File: src/rtl/alu_pkg.sv
// Shared constants for the accumulator ALU: FSM state encodings, one-hot
// operation selects and operand-mux select bits.
package alu_pkg;

  localparam int unsigned WIDTH = 8;

  localparam logic [1:0] OFF  = 2'b00;
  localparam logic [1:0] IDLE = 2'b01;
  localparam logic [1:0] RUN  = 2'b10;
  localparam logic [1:0] ERR  = 2'b11;

  localparam logic [6:0] OP_ADD = 7'b1000000;
  localparam logic [6:0] OP_SUB = 7'b0100000;
  localparam logic [6:0] OP_MUL = 7'b0010000;
  localparam logic [6:0] OP_AND = 7'b0001000;
  localparam logic [6:0] OP_OR  = 7'b0000100;
  localparam logic [6:0] OP_XOR = 7'b0000010;
  localparam logic [6:0] OP_NOT = 7'b0000001;

  localparam int unsigned PERSIST = 2;
  localparam int unsigned LOAD    = 1;
  localparam int unsigned RESET   = 0;

  localparam logic [2:0] SEL_PERSIST = 3'b100;
  localparam logic [2:0] SEL_LOAD    = 3'b010;
  localparam logic [2:0] SEL_RESET   = 3'b001;

  function automatic logic is_onehot3(input logic [2:0] v);
    return (v == SEL_PERSIST) || (v == SEL_LOAD) || (v == SEL_RESET);
  endfunction

  function automatic logic is_onehot7(input logic [6:0] v);
    return (v != '0) && ((v & (v - 7'd1)) == '0);
  endfunction

endpackage

File: src/rtl/alu_core.sv
// Combinational operation unit: applies the one-hot selected op to (a, b).
module alu_core
  import alu_pkg::*;
#(
  parameter int unsigned WIDTH = 8
) (
  input  logic [WIDTH-1:0] a,
  input  logic [WIDTH-1:0] b,
  input  logic [6:0]       out_sel,
  output logic [WIDTH-1:0] result
);

  // All ops wrap at WIDTH bits; non-one-hot selects yield 0 (never stored).
  always_comb begin
    result = '0;
    unique case (out_sel)
      OP_ADD:  result = a + b;
      OP_SUB:  result = a - b;
      OP_MUL:  result = a * b;
      OP_AND:  result = a & b;
      OP_OR:   result = a | b;
      OP_XOR:  result = a ^ b;
      OP_NOT:  result = ~a;
      default: result = '0;
    endcase
  end

endmodule

File: src/rtl/main.sv
// Accumulator ALU top: operand muxes, B/out registers and the 2-bit control FSM.
// Exports current and next state for debug.
module main
  import alu_pkg::*;
#(
  parameter int unsigned WIDTH = 8
) (
  input  logic             clk,
  input  logic             rst,
  input  logic             on,
  input  logic [2:0]       in_sel,
  input  logic [WIDTH-1:0] num1,
  input  logic [WIDTH-1:0] num2,
  input  logic [6:0]       out_sel,
  output logic [WIDTH-1:0] out,
  output logic [1:0]       currState,
  output logic [1:0]       nextState
);

  logic [1:0]       state_q, state_d;
  logic [WIDTH-1:0] b_q, b_d;
  logic [WIDTH-1:0] out_q, out_d;
  logic [WIDTH-1:0] a_n, b_n, result;
  logic             valid;

  assign valid = is_onehot3(in_sel) && is_onehot7(out_sel);

  always_comb begin
    state_d = state_q;
    if (!rst || !on) begin
      state_d = OFF;
    end else begin
      unique case (state_q)
        OFF:     state_d = IDLE;
        IDLE:    state_d = valid ? RUN : ERR;
        RUN:     state_d = valid ? RUN : ERR;
        ERR:     state_d = valid ? IDLE : ERR;
        default: state_d = OFF;
      endcase
    end
  end

  // A is never held across cycles: its next value always comes from out,
  // num1 or zero, so only A_n is materialised.
  always_comb begin
    a_n = '0;
    b_n = '0;
    unique case (in_sel)
      SEL_PERSIST: begin
        a_n = out_q;
        b_n = b_q;
      end
      SEL_LOAD: begin
        a_n = num1;
        b_n = num2;
      end
      SEL_RESET: begin
        a_n = '0;
        b_n = '0;
      end
      default: begin
        a_n = out_q;
        b_n = b_q;
      end
    endcase
  end

  alu_core #(
    .WIDTH (WIDTH)
  ) u_alu_core (
    .a       (a_n),
    .b       (b_n),
    .out_sel (out_sel),
    .result  (result)
  );

  always_comb begin
    b_d   = b_q;
    out_d = out_q;
    if (state_d == RUN) begin
      b_d   = b_n;
      out_d = result;
    end else if (state_d == OFF) begin
      b_d   = '0;
      out_d = '0;
    end
  end

  always_ff @(posedge clk) begin
    if (!rst) begin
      state_q <= OFF;
      b_q     <= '0;
      out_q   <= '0;
    end else begin
      state_q <= state_d;
      b_q     <= b_d;
      out_q   <= out_d;
    end
  end

  assign out       = out_q;
  assign currState = state_q;
  assign nextState = state_d;

endmodule

File: config.mk
export PLATFORM = sky130hd
export DESIGN_NAME = main
export DESIGN_NICKNAME = d
export VERILOG_FILES = /design/src/rtl/alu_pkg.sv /design/src/rtl/alu_core.sv /design/src/rtl/main.sv
export SDC_FILE = /design/constraint.sdc
export NUM_CORES = 1
export LEC_CHECK = 0
export CAP_MARGIN = 10
export CORE_UTILIZATION = 40
export DETAILED_ROUTE_END_ITERATION = 10
export GPL_TIMING_DRIVEN = 1
export PLACE_DENSITY_LB_ADDON = 0.3
export SLEW_MARGIN = 20
export SYNTH_ARGS = -nofsm -noshare
export SYNTH_HDL_FRONTEND = slang
export SYNTH_SLANG_ARGS = --single-unit
File: constraint.sdc
create_clock -name clk -period 9.58 [get_ports clk]
set_clock_uncertainty 0.1 [all_clocks]
set_input_delay 1.437 -clock clk [delete_from_list [all_inputs] [get_ports clk]]
set_output_delay 1.437 -clock clk [all_outputs]
set_load 0.03 [all_outputs]
### Word-level counts from Yosys, hierarchy flattened

Cells that the tools add are included.

* output and inout port bits: 12
* word-level logic and storage cells: 49
* bits in registers: 18

* multiplexer cells: 10
* reduce and logical (&&, ||, !) cells: 13
* add/sub/neg operators: 3
* equality and inequality tests: 14
* multiply operators: 1
* bitwise operators: 5

Operator list (number)
* one-hot mux 8 bit (7 select lines): 1
* one-hot mux 8 bit (2 select lines): 2
* 2-to-1 mux 8 bit: 3
* adder 8 bit: 1
* bitwise AND 8 bit: 1
* multiplier 8 x 8 -> 8 bit: 1
* NOT 8 bit: 1
* OR 8 bit: 1
* subtractor 8 bit: 1
* bitwise XOR 8 bit: 1
* bitwise AND 7 bit: 1
* equality test 7 x 1 -> 1 bit (second input constant): 1
* equality test 7 x 2 -> 1 bit (second input constant): 1
* equality test 7 x 3 -> 1 bit (second input constant): 1
* equality test 7 x 4 -> 1 bit (second input constant): 1
* equality test 7 x 5 -> 1 bit (second input constant): 1
* equality test 7 x 6 -> 1 bit (second input constant): 1
* equality test 7 bit (second input constant): 1
* logical NOT 7 bit: 1
* nonzero test 7 bit: 1
* subtractor 7 x 1 -> 7 bit (second input constant): 1
* equality test 2 bit (second input constant): 3
* one-hot mux 2 bit (3 select lines): 1
* logical NOT 2 bit: 2
* other kinds (11): 16

### Logic depth before layout (Yosys ltp)

Gate-level depths: netlist of run 1.

* depth after elaboration: 11
* gate-level depth with buffers: 21
* depth with buffers taken out: 19

### By module

Synthesis of run 1 repeated with hierarchy kept, for this count alone.

* cells, all modules: 344
* area total of the unflattened synthesis: 2922.8 sq um

Modules (own cells, without submodules)
* alu_core: sequential area each 0.0 sq um, area each 1859.3 sq um, cells each 242, times used 1
* main: sequential area each 360.3 sq um, area each 1063.5 sq um, cells each 102, times used 1

### Least setup slack after synthesis of run 1

OpenSTA, ideal clock, no wires.

* kind: in2reg
* start: input in_sel[1]
* end: register out_q[7], in the netlist out[7]
* cell stages on the path: 21
* slack: 3657 ps
* arrival time: 5688 ps
* required time: 9345 ps
* buffers on the path: 2
* library setup time: 135 ps
* cells stage by stage: o21bai_4 buf_6 nand2_1 and2_1 clkbuf_1 inv_1 nand2_1 fa_1 inv_1 fa_1 ha_1 inv_1 fa_1 inv_1 ha_1 a21o_1 a21oi_1 xnor2_1 xnor3_1 a221oi_2 o221ai_1

* word-level cells in the longest chain between the ends: 9
* elaborated cells between the ends (all ways): 24
* classes of those cells: add/sub (2); mul (1); eq/ne (4); mux (8); bitwise (4); reduce/logical (5)

Ends and longest elaborated chain
* from (decl): RTL line main.sv:11 `input logic [2:0] in_sel,`
* branches (longest 9 deep; another with multiplier 8 x 8 -> 8 bit)
* to (signal assigned): RTL line main.sv:97 `out_q <= out_d;`
* to (decl): RTL line main.sv:22 `logic [WIDTH-1:0] out_q, out_d;`

Parallel ways; which one is timed is not known.
A chain may end at the register's enable or synchronous reset.

### Worst setup path after layout of run 1

Ends and elaborated chain as after synthesis.

==> metrics.txt, run 1 <==
WL final 8.128 mm; worst skew pair latency 250 ps; CTS clk-pin slew, worst paths roughly 70 ps; Buffers on Ports 40; Hold Crit Endpoint b_q[4]; most common cell after layout, fill and taps aside inv_1; CP cell instances clkdlybuf4s50_1, o21bai_4, a221oi_2, inv_1, ha_1, inv_1, fa_1, inv_1, ha_1, fa_1, inv_1, fa_1, inv_1, ha_1, a21oi_1, xnor2_1, xnor3_1, a221oi_2, o221ai_1; Post-Syn Nets between 400 and 500; crit end category flop; Sw Share 0.3237; Multi-input gate area between 2000 and 2500 um^2; crit-path max cell delay between 1000 and 1500 ps; FILL cells a little over 700; CTS tree built; most common flop cell mapped by yosys dfxtp_1; P_int about 0.00015 W; Post-CTS Resized 0; commonest cells after routing, fill and taps aside inv_1 (42), ha_1 (41), clkdlybuf4s50_1 (40); layout cells sized above 1 0.07426; slack of the critical path 2247 ps; DRT antenna net count 0; post-synthesis sequential area ratio 0.1184; Layout area overhead 17.31%; flop and latch count out of synthesis 18; Worst VDD drop approximately 0.035 mV; first-pass GRT wire length 12.89 mm; overall power about 0.00022 W; fin area between 3000 and 4000 um^2; Synth Warn # 0; R2R cell count 18; crit path max fanout 27; fin crit period about 7300 ps; CTS sink count 18; die area 7960 um^2; PwrDens just over 60 nW/um^2; CTS Hold Bufs 0; Logic pwr share 0.356; Rel. slew slack 0.3986; # Post-CTS Setup Buffers 0; actual slew at the worst max-slew pin 899.3 ps; Fin Setup TNS 0 ps; reg2reg setup slack 4560 ps; Slowest cell on crit path clkdlybuf4s50_1; clk root buf clkbuf_8; average footprint of a synthesized cell roughly 8 um^2; Final Setup Violations 0; pins over their slew limit 0; Req. time, crit path 9590 ps; average routed wire per standard cell approximately 16 um; GRT Util Overall 0.2088; CORE AREA approximately 7300 um^2; EDFF count, synth 0; clock buffer depth 2; Fin. Hold Viols 0; Mapped Area between 3000 and 4000 um^2; fin nets between 400 and 500; First DRT Iteration DRCs 181; reg2reg start out[3]; htree depth 1; number of global-route vias before repair approximately 2600; via count between 2000 and 3000; initial antenna violation count 0; Final period util 0.7654; kind of critical path input port to flop; vias per inst approximately 5.7; sequential power share 0.349; unrepaired setup endpoints after global routing no; Clk pwr share 0.295; HP Class flop to flop; total of max-cap violations 0; leakage power total 1.580 nW; pre-CTS WS between 2000 and 2500 ps; Initial Utilization 0.4173; Core Rows 31; Die Ht a little under 90 um; Netlist cell types 57; status completed; cell mode on critical path inv_1; Pre-antenna DRT Iters 5; reg-to-reg endpoint out[7]; hold wc startpoint b_q[4]; RePlAce Congestion just over 0.9; Worst Path Arrival ~7400 ps; crit path from in_sel[1]; drt drc 0; antenna fix cells 0; pin count of the biggest net entering global routing 28; Sw Pwr roughly 0.000070 W; total I/O pin count 41; Final HPWL DP between 6 and 7 mm; async set-reset flop share out of synthesis 0; register area 360.3 um^2; f_max 0.1364 GHz; Min-Delay Path Depth 2; clock buffer count from CTS 3; gr ovfl total 0; DP Area between 3000 and 4000 um^2; nature of the critical path startpoint input port; die width 89.22 um; Post-Synthesis Cells between 300 and 400
[flip-flops by register name, summed over array words and instances (netlist names)]
register,count
out,8
currState,2
b_q,8
[cell usage after synthesis (all sizes together) (2+ instances only)]
master | instances | area, um^2
and3b | 3 | 26.28
o21ai | 28 | 140.1
o211ai | 2 | 15.01
nor3 | 3 | 15.01
o41ai | 2 | 25.03
a221oi | 11 | 173.9
dfxtp | 18 | 360.4
ha | 41 | 513.0
nor3b | 4 | 30.03
a22o | 8 | 71.32
a31oi | 4 | 25.02
xor2 | 6 | 52.55
clkbuf | 7 | 26.28
fa | 12 | 240.2
or4 | 2 | 15.01
buf | 8 | 48.80
nand2 | 37 | 138.9
inv | 46 | 172.7
xnor3 | 3 | 67.56
a221o | 4 | 41.29
a22oi | 9 | 82.58
nor2 | 33 | 126.4
a21oi | 13 | 65.06
a21o | 6 | 45.04
nand2b | 4 | 25.02
xnor2 | 19 | 166.4
and4bb | 2 | 25.02
and2 | 10 | 62.56
nand3 | 2 | 10.01
and3 | 9 | 56.30
a211oi | 3 | 35.03
[worst max path at each step]
stage          depth (start not counted)      to  slack (ps)
2_1_floorplan                         21  out[7]        3660
3_3_place_gp                          19  out[7]        2190
3_5_place_dp                          19  out[7]        2040
4_1_cts                               19  out[7]        2300
5_1_grt                               19  out[7]        1940
6_report                              19  out[7]        2250
[final cells by class]
type                            instances  area share
Sequential cell                        18      0.1009
Inverter                               46     0.04837
Timing Repair Buffer                   43      0.1185
Clock buffer                            4     0.01542
Tap cell                               99     0.03470
Multi-Input combinational cell        293      0.6821
[worst max-delay path, delay by kind of cell]
kind / cells / cell delay, ps
XOR/XNOR: 2 / 550
AO/OA/AOI/OAI: 5 / 1560
adder cells (fa/ha/maj): 6 / 2300
buffers and inverters: 6 / 1490
[metal layers]
layer	global-route usage	vias to the layer above	routed length, um
met5	0	-	0
met4	0.05195	0	93
met3	0.01847	12	380
met2	0.3532	104	3739
met1	0.2871	1359	3915
li1	-	1369	-
[stage by stage]
step	hold slack, ps	std cells	utilization
global placement	347.1	499	0.4820
floorplan	338.2	372	-
CTS	365.9	503	0.4895
finish	365.1	503	0.4895
global route	389.0	503	0.4895
detailed placement	355.7	499	0.4820
[kinds of logic (layout without fill, tap and decap cells)]
logic type,count (synthesis),count (layout),synth area share
DFF,18,18,0.1184
AOI/OAI and AO/OA,99,99,0.2739
xor gates and xnor gates,28,28,0.09416
adders and majority gates,54,54,0.2508
buffers and inverters,61,93,0.08142
and+or+nand+nor,112,112,0.1813
[power by group through the flow]
stage | Combinational, W | Clock, W | Sequential [W]
after floorplan | 0.0000498 | 0 | 0.0000776
after global placement | 0.0000746 | 0 | 0.0000771
after detailed placement | 0.0000753 | 0 | 0.0000771
after CTS | 0.0000758 | 0.0000631 | 0.0000753
after global routing | 0.0000834 | 0.0000678 | 0.0000753
final | 0.0000769 | 0.0000637 | 0.0000753
No activity file was read; power rests on OpenSTA's default activity.
==> run 2: changes to the inputs <==
- clock period: 9.58 -> 5.91 ns (I/O delays scaled with it)
==> metrics.txt, run 2 (synthesis results as in run 1) <==
met1 Resource Use GR 0.3039 (+0.01685); pins over their slew limit 0 (unchanged); fin nets 526 (+8.0%); htree depth 1 (unchanged); number of global-route vias before repair 2870 (+9.2%); grt peak-use layer met2; Fin. Hold Viols 0 (unchanged); Pre-antenna DRT Iters 4 (-1); die area 7960 um^2 (unchanged); CTS tree built; Die Ht 89.22 um (unchanged); layout cells sized above 1 0.1561 (+0.08185); CTS Hold Bufs 0 (unchanged); Initial Utilization 0.4173 (unchanged); met3 Use GR 0.02770 (+0.009234); CTS sink count 18 (unchanged); vias per inst 5.519 (-2.4%); clock buffer depth 2 (unchanged); first-pass GRT wire length 14.21 mm (+10%); kind of critical path input port to flop; PwrDens 90.79 nW/um^2 (+50%); actual slew at the worst max-slew pin 653.4 ps (-245.9 ps); commonest cells after routing, fill and taps aside inv_1 (42), buf_4 (42), ha_1 (41); met2 usage 0.4080 (+0.05482); nature of the critical path startpoint input port; drt drc 0 (unchanged); leakage power total 1.758 nW (+11%); Final HPWL DP 7.341 mm (+16%); fin crit period ~5600 ps; Rel. slew slack 0.5610 (+0.1625); clock buffer count from CTS 3 (unchanged); Hold Slack 362.5 ps (-2.637 ps); Req. time, crit path 5930 ps (-3660 ps); RePlAce Congestion 0.9326 (-0.17%); Final Setup Violations 0 (unchanged); GRT Util Overall 0.2357 (+0.02690); clk root buf clkbuf_8; Core Rows 31 (unchanged); Layout area overhead 26.60%; First DRT Iteration DRCs 206 (+14%); via count 2986 (+5.0%); worst skew pair latency 260 ps (about the same); total I/O pin count 41 (unchanged); status completed; HP Class flop to flop; pin count of the biggest net entering global routing 18 (-36%); die width 89.22 um (unchanged); DRT antenna net count 0 (unchanged); Worst Path Arrival 5670 ps (-1680 ps); antenna fix cells 0 (unchanged); unrepaired setup endpoints after global routing no; f_max around 0.18 GHz; crit path max fanout 9 (-67%); slack of the critical path 260.4 ps (-1987 ps); Fin Setup TNS 0 ps (unchanged); gr ovfl total 0 (unchanged); Buffers on Ports 40 (unchanged); Final period util 0.9559; crit end category flop; WL final 8.879 mm (+9.2%); initial antenna violation count 0 (unchanged); CORE AREA 7292 um^2 (unchanged); pre-CTS WS -36.54 ps (-2074 ps); CTS clk-pin slew, worst paths 70 ps (about the same); average routed wire per standard cell 16.41 um (+1.6%); Worst VDD drop 0.05261 mV (+50%); total of max-cap violations 0 (unchanged)
run 2: changes by cell type in the layout (fill, tap and decap cells not counted):
cell      previous run  this run
a21oi_1             13        12
a21oi_2              0         1
buf_4                3        42
clkbuf_8             4         3
run 2: what timing repair did:
item | 4_1_cts | 5_1_grt
buffers inserted | 0 | 2
resized for setup | 0 | 1
setup endpoints to repair | 0 | 1
hold endpoints to repair | 0 | 0
run 2: final timing paths:
path	start	endpoint	slack [ps]	depth (start not counted)
max reg2reg	out[3]	out[7]	1300	18
min reg2reg	b_q[4]	b_q[4]	360	2
min	b_q[4]	b_q[4]	360	2
max	in_sel[0]	out[7]	260	20
run 2: per-layer routing:
metal,wire (um),up-vias
li1,-,1450
met1,3931,1407
met2,4102,110
met3,620,19
met4,224,0
met5,0,-
run 2: critical path, cell delays in order:
cell and delay [ps]:
clkdlybuf4s50_1 510, buf_4 210, buf_4 160, a22o_1 250, a22oi_2 180, inv_1 120, nand2_1 90, fa_1 410
inv_1 70, ha_1 230, fa_1 550, inv_1 70, fa_1 550, inv_1 50, ha_1 310, a21oi_2 140
xnor2_1 150, xnor3_1 340, a221oi_2 240, o221ai_1 130
run 2: final cells by class:
type                            instances  area [um^2]
Fill cell                             729         3440
Tap cell                               99        123.9
Clock buffer                            3        41.29
Sequential cell                        18        360.3
Timing Repair Buffer                   82        715.7
Multi-Input combinational cell        293         2439
Inverter                               46        172.7
run 2: through the flow:
stage / util / power (W) / std cells / instance area (um^2)
after floorplan: - / 0.0002065 / 372 / 3043
after global placement: 0.5201 / 0.0002602 / 536 / 3792
after detailed placement: 0.5201 / 0.0002616 / 536 / 3792
after CTS: 0.5257 / 0.0003482 / 539 / 3834
after global routing: 0.5283 / 0.0003687 / 541 / 3852
final: 0.5283 / 0.0003498 / 541 / 3852
run 2: where the power goes:
| part | switching, W | internal, W |
|---|---|---|
| Clock | 0.0000425 | 0.0000454 |
| Sequential | 0.000000333 | 0.000122 |
| Combinational | 0.0000730 | 0.0000668 |
| Total | 0.000116 | 0.000234 |
==> run 3: changes to the inputs <==
- ABC_CLOCK_PERIOD_IN_PS: not set -> 5910
- CORE_MARGIN: not set -> 4
- DONT_BUFFER_PORTS: not set -> 1
==> metrics.txt, run 3 (synthesis results as in run 1) <==
Layout area overhead 6.538%; Buffers on Ports 0 (-100%); Sw Pwr 0.00009893 W (-15%); CTS tree built; sequential power share 0.384 (+0.035); pin count of the biggest net entering global routing 28 (+10); Core Util, Final 0.4422 (-0.08609); kind of critical path input port to flop; clock buffer count from CTS 3 (unchanged); cell mode on critical path fa_1; layout cells sized above 1 0.1072 (-0.04887); via count 2636 (-12%); pins over their slew limit 0 (unchanged); Pre-antenna DRT Iters 4 (unchanged); Post-CTS Resized 0 (unchanged); CORE AREA 7331 um^2 (+0.53%); Fin Setup TNS 0 ps (unchanged); Worst VDD drop 0.05466 mV (+3.9%); Crit path max-delay family adder cells; R2R cell count 17 (-1); GRT Util Overall 0.1816 (-0.05407); crit end category flop; RePlAce Congestion 0.9021 (-3.3%); HP Class flop to flop; leakage power total 1.468 nW (-16%); First DRT Iteration DRCs 134 (-35%); PwrDens 99.01 nW/um^2 (+9.1%); crit path max fanout 27 (+18); P_int 0.0002221 W (-5.1%); Final Setup Violations 0 (unchanged); antenna fix cells 0 (unchanged); Initial Utilization 0.4151 (-0.002208); CTS Hold Bufs 0 (unchanged); total of max-cap violations 0 (unchanged); CTS clk-pin slew, worst paths 70 ps (about the same); Crit path buffers/inverters 3 (-4); f_max 0.1873 GHz (+5.8%); CTS sink count 18 (unchanged); Rel. slew slack 0.3887 (-0.1724); WL final 8.028 mm (-9.6%); Min-Delay Path Depth 2 (unchanged); Slowest cell on crit path fa_1; most common cell after layout, fill and taps aside inv_1; fin crit period 5340 ps (-309.6 ps); Clk pwr share 0.314 (+0.063); average routed wire per standard cell 17.01 um (+3.6%); Final HPWL DP 6.462 mm (-12%); total I/O pin count 41 (unchanged); nature of the critical path startpoint input port; Hold Slack 365.7 ps (+3.229 ps); number of global-route vias before repair 2523 (-12%); Sw Share 0.3082 (-0.02303); fin nets 456 (-13%); drt drc 0 (unchanged); die width 95.22 um (+6.7%); commonest cells after routing, fill and taps aside inv_1 (42), ha_1 (41), nand2_1 (37); status completed; Worst Path Arrival 5350 ps (-320 ps); DRT antenna net count 0 (unchanged); actual slew at the worst max-slew pin 910.0 ps (+256.6 ps); CP cell instances o21bai_4, a22o_1, inv_2, nor2_1, ha_1, fa_1, ha_1, inv_1, fa_1, inv_1, fa_1, a21o_1, a21oi_1, xnor2_1, xnor3_1, a221oi_2, o221ai_1; Req. time, crit path 5920 ps (about the same); Core Rows 31 (unchanged); worst skew pair latency 260 ps (about the same); gr ovfl total 0 (unchanged); unrepaired setup endpoints after global routing no; critical path depth 17 (-15%); Logic pwr share 0.302 (-0.098); vias per inst 5.585 (+1.2%); # Post-CTS Setup Buffers 0 (unchanged); Die Ht 95.22 um (+6.7%); htree depth 1 (unchanged); Fin. Hold Viols 0 (unchanged); initial antenna violation count 0 (unchanged); clock buffer depth 2 (unchanged); die area 9067 um^2 (+14%); crit-path max cell delay 540 ps (about the same); clk root buf clkbuf_8; first-pass GRT wire length 12.91 mm (-9.2%); Final period util 0.9036 (-0.05239)
## run 3: cell count changes in the layout (fill, tap and decap cells not counted), sizes merged
cell	delta
clkdlybuf4s50	-40
buf	-30
clkbuf	+1
## run 3: routing by layer
metal	wire length [um]	part of all wire	GRT usage
met3	396	0.049	0.01579
met2	3696	0.46	0.2950
met4	194	0.024	0.06611
met1	3740	0.47	0.2501
met5	0	0	0
## run 3: metrics by stage
stage	power (W)	std cells	setup WS [ps]	cell area, um^2
floorplan	0.0002065	372	537.7	3043
global placement	0.0002202	468	402.9	3182
detailed placement	0.0002215	468	336.4	3187
CTS	0.0003240	472	584.9	3242
global route	0.0003411	472	278.5	3242
finish	0.0003210	472	570.0	3242
## run 3: final timing paths
kind	from	to	slack [ps]
worst max-delay path	in_sel[1]	out[7]	570
worst min-delay path	b_q[4]	b_q[4]	370
worst max register to register	out[1]	out[7]	890
worst min register to register	b_q[4]	b_q[4]	370
## run 3: tightest hold or removal path: stages, from the launching register on
cell     delay (ps)
dfxtp_1         320
nand2_1          50
o21ai_1          50
## run 3: cell type report
type	count	area (um^2)
Clock buffer	4	55.05
Fill cell	731	4089
Timing Repair Buffer	12	90.09
Tap cell	99	123.9
Multi-Input combinational cell	293	2440
Inverter	46	172.7
Sequential cell	18	360.3
## run 3: power groups by stage
stage / Combinational, W / Clock, W / Sequential (W)
3_5_place_dp: 0.0000955 / 0 / 0.000126
4_1_cts: 0.0000963 / 0.000104 / 0.000123
2_1_floorplan: 0.0000807 / 0 / 0.000126
6_report: 0.0000971 / 0.000101 / 0.000123
5_1_grt: 0.000108 / 0.000110 / 0.000123
3_3_place_gp: 0.0000943 / 0 / 0.000126
